`src/rtl/dice_pkg.sv`:
```
// Shared types and constants for the two-player dice round sequencer.
// Also holds the rule that turns a raw generator value into points.
package dice_pkg;

  typedef enum logic [2:0] {
    ST_IDLE,
    ST_ROLL,
    ST_WAIT,
    ST_SCORE,
    ST_DONE
  } state_e;

  localparam logic [1:0] WIN_NONE = 2'b00;
  localparam logic [1:0] WIN_P1   = 2'b01;
  localparam logic [1:0] WIN_P2   = 2'b10;
  localparam logic [1:0] WIN_DRAW = 2'b11;

  localparam logic [2:0] DICE_MIN = 3'd1;
  localparam logic [2:0] DICE_MAX = 3'd6;

  // Out-of-range generator values (0 or 7) are worth nothing.
  function automatic logic [2:0] dice_points(input logic [2:0] d);
    return ((d >= DICE_MIN) && (d <= DICE_MAX)) ? d : 3'd0;
  endfunction

endpackage

```
`src/rtl/dice_round_ctrl_wait_timer.sv`:
```
// Post-throw display wait timer: loaded once per round, counts down, pulses done.
// Runs only between a load and its done pulse; clear aborts it.
module wait_timer #(
  parameter int WAIT_CYCLES       = 36000000,
  parameter int FINAL_WAIT_CYCLES = 60000000
) (
  input  logic clk,
  input  logic rst_n,
  input  logic load_i,
  input  logic sel_final_i,
  input  logic clear_i,
  output logic done_o
);

  localparam int CNT_W = $clog2(FINAL_WAIT_CYCLES + 1);
  // Counter holds cycles remaining minus one, so done lands on the last wait cycle.
  localparam logic [CNT_W-1:0] LOAD_NORMAL = CNT_W'(WAIT_CYCLES - 1);
  localparam logic [CNT_W-1:0] LOAD_FINAL  = CNT_W'(FINAL_WAIT_CYCLES - 1);

  logic [CNT_W-1:0] cnt_q, cnt_d;
  logic             active_q, active_d;

  always_comb begin
    cnt_d    = cnt_q;
    active_d = active_q;
    done_o   = active_q && (cnt_q == '0) && !clear_i;
    if (clear_i) begin
      cnt_d    = '0;
      active_d = 1'b0;
    end else if (load_i) begin
      cnt_d    = sel_final_i ? LOAD_FINAL : LOAD_NORMAL;
      active_d = 1'b1;
    end else if (active_q) begin
      if (cnt_q == '0) begin
        active_d = 1'b0;
      end else begin
        cnt_d = cnt_q - CNT_W'(1);
      end
    end
  end

  always_ff @(posedge clk or negedge rst_n) begin
    if (!rst_n) begin
      cnt_q    <= '0;
      active_q <= 1'b0;
    end else begin
      cnt_q    <= cnt_d;
      active_q <= active_d;
    end
  end

endmodule

```
`src/rtl/dice_round_ctrl.sv`:
```
// Round sequencer for the two-player dice game: arms the generators, latches
// throws, times the display wait, scores rounds and declares the winner.
module dice_round_ctrl
  import dice_pkg::*;
#(
  parameter int WAIT_CYCLES       = 36000000,
  parameter int FINAL_WAIT_CYCLES = 60000000,
  parameter int NUM_ROUNDS        = 3,
  parameter int SCORE_W           = 3,
  localparam int ROUND_W          = $clog2(NUM_ROUNDS + 1)
) (
  input  logic               clk,
  input  logic               rst_n,
  input  logic               start1,
  input  logic               start2,
  input  logic               new_game,
  input  logic [2:0]         dice1,
  input  logic [2:0]         dice2,
  output logic               roll_en,
  output logic [2:0]         lat_dice1,
  output logic [2:0]         lat_dice2,
  output logic               is_wait,
  output logic               is_final,
  output logic [ROUND_W-1:0] round_idx,
  output logic [SCORE_W-1:0] score1,
  output logic [SCORE_W-1:0] score2,
  output logic               game_over,
  output logic [1:0]         winner
);

  localparam logic [SCORE_W-1:0] SCORE_MAX = {SCORE_W{1'b1}};

  state_e             state_q, state_d;
  logic [2:0]         lat1_q, lat1_d, lat2_q, lat2_d;
  logic [SCORE_W-1:0] score1_q, score1_d, score2_q, score2_d;
  logic [ROUND_W-1:0] round_q, round_d;
  logic               timer_load, timer_done;
  logic [2:0]         pts1, pts2;

  assign pts1      = dice_points(lat1_q);
  assign pts2      = dice_points(lat2_q);
  assign is_final  = (round_q == ROUND_W'(NUM_ROUNDS - 1));
  assign lat_dice1 = lat1_q;
  assign lat_dice2 = lat2_q;
  assign score1    = score1_q;
  assign score2    = score2_q;
  assign round_idx = round_q;

  wait_timer #(
    .WAIT_CYCLES      (WAIT_CYCLES),
    .FINAL_WAIT_CYCLES(FINAL_WAIT_CYCLES)
  ) u_wait_timer (
    .clk        (clk),
    .rst_n      (rst_n),
    .load_i     (timer_load),
    .sel_final_i(is_final),
    .clear_i    (new_game),
    .done_o     (timer_done)
  );

  always_comb begin
    state_d    = state_q;
    lat1_d     = lat1_q;
    lat2_d     = lat2_q;
    score1_d   = score1_q;
    score2_d   = score2_q;
    round_d    = round_q;
    timer_load = 1'b0;
    roll_en    = 1'b0;
    is_wait    = 1'b1;
    game_over  = 1'b0;
    case (state_q)
      ST_IDLE: begin
        if (start1 && start2) state_d = ST_ROLL;
      end
      ST_ROLL: begin
        roll_en = 1'b1;
        is_wait = 1'b0;
        if (!start1 && !start2) begin
          lat1_d     = dice1;
          lat2_d     = dice2;
          timer_load = 1'b1;
          state_d    = ST_WAIT;
        end
      end
      ST_WAIT: begin
        is_wait = 1'b0;
        if (timer_done) state_d = ST_SCORE;
      end
      ST_SCORE: begin
        if ((pts1 > pts2) && (score1_q != SCORE_MAX)) score1_d = score1_q + SCORE_W'(1);
        if ((pts2 > pts1) && (score2_q != SCORE_MAX)) score2_d = score2_q + SCORE_W'(1);
        round_d = round_q + ROUND_W'(1);
        state_d = is_final ? ST_DONE : ST_IDLE;
      end
      ST_DONE: begin
        game_over = 1'b1;
      end
      default: state_d = ST_IDLE;
    endcase
    // A new game overrides whatever the current state decided.
    if (new_game) begin
      state_d    = ST_IDLE;
      lat1_d     = '0;
      lat2_d     = '0;
      score1_d   = '0;
      score2_d   = '0;
      round_d    = '0;
      timer_load = 1'b0;
    end
  end

  always_comb begin
    winner = WIN_NONE;
    if (game_over) begin
      if (score1_q > score2_q)      winner = WIN_P1;
      else if (score2_q > score1_q) winner = WIN_P2;
      else                          winner = WIN_DRAW;
    end
  end

  always_ff @(posedge clk or negedge rst_n) begin
    if (!rst_n) begin
      state_q  <= ST_IDLE;
      lat1_q   <= '0;
      lat2_q   <= '0;
      score1_q <= '0;
      score2_q <= '0;
      round_q  <= '0;
    end else begin
      state_q  <= state_d;
      lat1_q   <= lat1_d;
      lat2_q   <= lat2_d;
      score1_q <= score1_d;
      score2_q <= score2_d;
      round_q  <= round_d;
    end
  end

endmodule

```
`config.mk`:
```
export PLATFORM = sky130hd
export DESIGN_NAME = dice_round_ctrl
export DESIGN_NICKNAME = d
export VERILOG_FILES = /design/src/rtl/dice_pkg.sv /design/src/rtl/dice_round_ctrl_wait_timer.sv /design/src/rtl/dice_round_ctrl.sv
export SDC_FILE = /design/constraint.sdc
export NUM_CORES = 1
export LEC_CHECK = 0
export BUFFER_PORTS_ARGS = -buffer_cell sky130_fd_sc_hd__buf_2
export CAP_MARGIN = 0
export CORE_ASPECT_RATIO = 1.25
export CORE_MARGIN = 10
export CORE_UTILIZATION = 37
export CTS_BUF_LIST = sky130_fd_sc_hd__clkbuf_2 sky130_fd_sc_hd__clkbuf_4 sky130_fd_sc_hd__clkbuf_8
export DETAILED_ROUTE_END_ITERATION = 10
export GPL_TIMING_DRIVEN = 1
export MAX_ROUTING_LAYER = met4
export PLACE_DENSITY_LB_ADDON = 0.15
export SLEW_MARGIN = 10
export SYNTH_ARGS = -nofsm -noshare
export SYNTH_HDL_FRONTEND = slang
export SYNTH_HIERARCHICAL = 1
export SYNTH_SLANG_ARGS = --single-unit
```
`constraint.sdc`:
```
create_clock -name clk -period 2.2 [get_ports clk]
set_input_delay 0.22 -clock clk [delete_from_list [all_inputs] [get_ports clk]]
set_output_delay 0.22 -clock clk [all_outputs]
set_load 0.02 [all_outputs]
```
* After elaboration in Yosys (flattened, before gate mapping)
Index checks and enable logic that the tools add are counted.
** Operators by class
- Add/sub/neg operators :: 4
- $mul :: 0
- Div/mod/pow operators :: 0
- Order comparisons :: 8
- Equality and inequality tests :: 12
- Shifts and indexed selects :: 0
- Mux-type cells :: 40
- Bitwise logic cells :: 0
- Reduce and logical (&&, ||, !) cells :: 25
** Operators with widths (count)
- $mux W26 :: 4
- $mux W3 :: 19
- $logic_not A26 Y1 :: 1
- $sub A26 B1 Y26 const B :: 1
- $mux W25 :: 1
- $ne A3 B3 Y1 const B :: 6
- $pmux W3 S5 :: 1
- $gt A3 B3 Y1 :: 4
- $mux W1 :: 11
- $reduce_bool A2 Y1 :: 5
- $logic_and A1 B1 Y1 :: 8
- $mux W2 :: 4
- $reduce_and A2 Y1 :: 4
- $add A3 B1 Y3 const B :: 2
- $eq A3 B2 Y1 const B :: 2
- $ge A3 B1 Y1 const B :: 2
- $le A3 B3 Y1 const B :: 2
- $reduce_and A4 Y1 :: 1
- $eq A3 B1 Y1 const B :: 1
- $eq A3 B3 Y1 const B :: 1
- $logic_not A1 Y1 :: 3
- $logic_not A3 Y1 :: 1
- $reduce_bool A3 Y1 :: 1
- $add A2 B1 Y2 const B :: 1
- other kinds (3) :: 3
** Storage, ports and cells
- Flip-flop bits (word level) :: 44
- Bits in latches :: 0
- RAM bits :: 0
- Memory bits (read-only) :: 0
- Input bits :: 11
- Output and inout bits :: 20
- Logic and storage cells :: 97
- Memories :: 0

* Logic depth before layout (Yosys ltp)
- Word-level depth :: 8
- Mapped depth :: 8
- Gate-level depth less buffers :: 7

* Modules after synthesis
The synthesis kept the hierarchy.
** By module, submodules not included
- wait_timer :: times used 1, cells an instance 167, area each 1595.3 um^2, seq. area each 675.6 um^2
- dice_round_ctrl :: times used 1, cells an instance 101, area each 1013.5 um^2, seq. area each 425.4 um^2

* Least setup slack after synthesis
Ideal clock, no wire load.
- Path kind :: register to register
- Start point :: register u_wait_timer.cnt_q[20]
- End point :: register u_wait_timer.cnt_q[12]
- Data arrival time :: 2.142 ns
- Required time :: 2.076 ns
- Path slack :: -0.066 ns
- Stages on the path, launching flop included :: 7
- Path buffers :: 1
- Period minus slack after synthesis :: 2.266 ns
- Cell sequence :: dfrtp_1 or4_4 or4_1 buf_2 o21ai_4 nor3_1 o31a_1
** On the way
- Cells in the longest elaborated chain, start to end :: 3
** Ends and longest elaborated chain
- start, declared :: RTL line dice_round_ctrl_wait_timer.sv:20 : logic [CNT_W-1:0] cnt_q, cnt_d;
- start signal, assigned :: RTL line dice_round_ctrl_wait_timer.sv:47 : cnt_q <= cnt_d;
- $logic_not A26 Y1 :: RTL line dice_round_ctrl_wait_timer.sv:34 : if (cnt_q == '0) begin
- $ne A3 B3 Y1 (no line)
- $reduce_and A2 Y1 (no line)
Every way passes these cells.
A chain may end at the register's enable or synchronous reset.

* Worst setup path in the final report
- Start point :: register u_wait_timer.cnt_q[17]
- End point :: register u_wait_timer.cnt_q[10]
The elaborated chain is that of the path after synthesis.

==> results by group <==
Place
  • Pre-CTS setup slack: 9.55 ps
  • Post-placement cell area: 3050 sq um
  • Placed Instances: 406
  • I/O Buffers: 30
  • HPWL after detailed placement: 4960 microns
  • GPL Wtd Cong: 0.836

Power
  • Static Leak: 1.49 nW
  • Maximum resistive drop on vdd: 0.259 mV
  • PD cells: 555 nW/um^2
  • Clock power share: 35.7%
  • Logic pwr share: 17.2%
  • Switch share: 27.4%
  • NetSw: 0.486 mW
  • Final Power: 1.77 mW
  • Seq pwr share: 47.1%
  • Internal: 1.29 mW

Clock network
  • CTS Buffer Depth: 2
  • Clk Tree Root Cell: clkbuf_8
  • Clock transition at path regs: 90 ps
  • H-tree levels: 2
  • Number of buffers created by CTS: 5
  • Clock sink count: 44
  • Worst-Skew Late Latency: 300 ps
  • CTS tree: built

Setup path
  • Critical path required time: 2380 ps
  • R2r startpoint: u_wait_timer/cnt_q[17]$_DFFE_PN0P_
  • Worst r2r dst: u_wait_timer/cnt_q[10]$_DFFE_PN0P_
  • Critical path's top delay family: simple AND/OR/NAND/NOR gates
  • Worst path max stage delay: 560 ps
  • FF-to-FF path depth: 5
  • CP Capture Type: flip-flop
  • Critical path buffers and inverters: 0
  • Worst R2R Setup Slack: 3 ps
  • Most used cell along the critical path: or4_4
  • Startpoint types: flip-flop
  • WS Path Type: flip-flop to flip-flop
  • CP max-delay cell: or4_4
  • Worst path cell trace: or4_4 > or4_4 > o21ai_4 > nor2_1 > a311o_1
  • CP Max Fanout: 7
  • Critical path arrival: 2380 ps

Timing
  • Max Clk Rate: 0.455 GHz
  • RSZ-0062 raised after global routing: true
  • Minimum clock period: 2200 ps
  • Final Hold Fails: 3
  • Worst hold slack: -2.85 ps
  • Final TNS setup: 0 ps
  • Final Max Slew Viols: 0
  • Worst Skew: 7.71 ps
  • Worst-margin pin slew: 645 ps
  • Final cycle utilization of the critical path: 99.8%
  • Rel. slew slack: 57.0%
  • Final-report setup violation count: 0
  • Final critical-path setup slack: 3.37 ps

Finish
  • Fin nets: 349
  • Share of layout cells above drive strength 1: 26.3%
  • Area Growth Syn to Fin: 22.4%
  • N_diodes: 0
  • Layout Cells excl Fill: 417
  • Fin area: 3190 sq um
  • Final core occ: 46.0%

Global routing
  • Vias in the first global route: 2,331
  • Global-route wire length before repair: 11,400 microns
  • Gr ovfl total: 0
  • Initial antenna violation count: 0
  • Largest net degree at the start of global routing: 45
  • Total GRT Usage: 13.5%

Synthesis
  • Cells after Synth: 268
  • Post-synth top area share: 42.2%
  • FF+latch count, synth: 44
  • Post-synth ARST share: 100%
  • Most common cell in the netlist: dfrtp_1
  • Main synth FF type: dfrtp_1
  • EDFF count, synth: 0
  • Post-Synthesis Cell Area: 2610 sq um
  • Synth area leaders: dfrtp_1 (42%), ha_1 (5.8%), xnor2_1 (5.4%)
  • Synth top cells by count: dfrtp_1 (44), a21oi_1 (23), nor2_1 (19)
  • Synth unique cells: 53
  • Area leader, netlist: dfrtp_1
  • Synth Area per Inst: 9.73 sq um
  • Register area share after synthesis: 42.2%
  • Synth Net Count: 291
  • Yosys warning count: 6

Die
  • # IOs: 31
  • Row Count: 34
  • CORE AREA: 6930 sq um
  • Die W: 95.1 microns
  • Die ar.: 10,800 sq um
  • Initial Utilization: 37.6%
  • Die height: 114 microns

Drt
  • Routed WL per cell: 15.9 microns
  • Vias/cell: 5.40
  • Post-DRT Antenna Nets: 0
  • Iter 0 DRT Violations: 138
  • Via count: 2,252
  • Final WL: 6640 microns
  • DRC: 0
  • Pre-antenna DRT Iters: 4

Run status
  • Failing checks: negative hold slack
  • Status: complete, but fails checks

Run
  • Maximum Capacitance Violations: 0

Min path
  • Hold Path Class: primary input to asynchronous set/reset pin
[worst register-to-register path, cell delays in order, from the launching register on]
cell	delay [ps]
dfrtp_1	400
or4_4	550
or4_4	560
o21ai_4	240
nor2_1	60
a311o_1	270
[routing by layer]
layer / vias up / wire length, microns / track usage [%]
li1: 1101 / - / -
met1: 1095 / 2940 / 16.0
met2: 51 / 3430 / 22.8
met3: 5 / 223 / 2.76
met4: 0 / 50 / 3.00
met5: - / 0 / -
[flip-flops by register name, summed over array words and instances, names as in the netlist]
signal                 count
lat_dice1                  3
u_wait_timer/cnt_q        26
lat_dice2                  3
round_idx                  2
u_wait_timer/active_q      1
score1                     3
score2                     3
state_q                    3
[cells by family after synthesis]
logic type	count (synthesis)	share of synthesized area, %
AND/OR/NAND/NOR	94	20.8
buffers and inverters	21	3.12
AO/OA/AOI/OAI	71	19.1
flip-flops	44	42.2
adder cells (fa/ha/maj)	12	5.76
XOR/XNOR	21	7.05
multiplexers	5	1.97
[worst max path at each step]
stage,startpoint,to,slack (ps),depth (start not counted)
4_1_cts,u_wait_timer/cnt_q[23]$_DFFE_PN0P_,u_wait_timer/cnt_q[10]$_DFFE_PN0P_,7,5
2_1_floorplan,u_wait_timer/cnt_q[23]$_DFFE_PN0P_,u_wait_timer/cnt_q[10]$_DFFE_PN0P_,10,6
3_3_place_gp,u_wait_timer/cnt_q[23]$_DFFE_PN0P_,u_wait_timer/cnt_q[10]$_DFFE_PN0P_,30,5
3_5_place_dp,u_wait_timer/cnt_q[23]$_DFFE_PN0P_,u_wait_timer/cnt_q[10]$_DFFE_PN0P_,10,5
6_report,u_wait_timer/cnt_q[17]$_DFFE_PN0P_,u_wait_timer/cnt_q[10]$_DFFE_PN0P_,3,5
5_1_grt,u_wait_timer/cnt_q[17]$_DFFE_PN0P_,u_wait_timer/cnt_q[23]$_DFFE_PN0P_,-40,6
[what timing repair did]
action	4_1_cts	5_1_grt
hold buffers	0	0
resized for setup	0	2
setup buffers	0	3
pin swaps	1	3
setup endpoints to repair	1	13
[cell type report]
type,instances,area (sq um)
timing repair buffer,62,390
inverter,10,37.5
clock inverter,3,42.5
clock buffer,5,68.8
tap,90,113
sequential,44,1100
multi-input combinational,203,1440
fill,685,3740
[layout by cell type, fill, tap and decap left out, types with 2 or more instances in the layout]
| cell type | n |
|---|---|
| buf_4 | 32 |
| o211ai_1 | 4 |
| buf_2 | 30 |
| o311ai_0 | 2 |
| nor2_1 | 19 |
| or2_2 | 4 |
| a311o_1 | 2 |
| nor4_1 | 4 |
| nand2b_1 | 8 |
| or4_4 | 3 |
| or4_1 | 2 |
| a211oi_1 | 3 |
| a31oi_1 | 3 |
| inv_1 | 10 |
| nor2b_1 | 3 |
| a21oi_1 | 23 |
| nor3_1 | 10 |
| a21boi_1 | 2 |
| nand3b_1 | 3 |
| nand4_1 | 4 |
| or3_1 | 2 |
| and2_1 | 2 |
| mux2i_1 | 4 |
| a2111oi_1 | 2 |
| nand3_1 | 3 |
| dfrtp_1 | 44 |
| xor2_1 | 5 |
| nor4_2 | 3 |
| nand2_1 | 17 |
| a22o_1 | 6 |
| a21boi_0 | 7 |
| o21ai_0 | 5 |
| ha_1 | 12 |
| xnor2_1 | 16 |
| a2111oi_0 | 2 |
| clkbuf_8 | 5 |
[power by group through the flow]
stage / clock network, mW / logic [mW] / registers [mW]
after floorplan: 0 / 0.166 / 0.854
after global placement: 0 / 0.299 / 0.850
after detailed placement: 0 / 0.298 / 0.850
after CTS: 0.652 / 0.299 / 0.834
after global routing: 0.690 / 0.337 / 0.837
final: 0.632 / 0.305 / 0.834
Note: power is estimated with default switching activity, not from simulation.
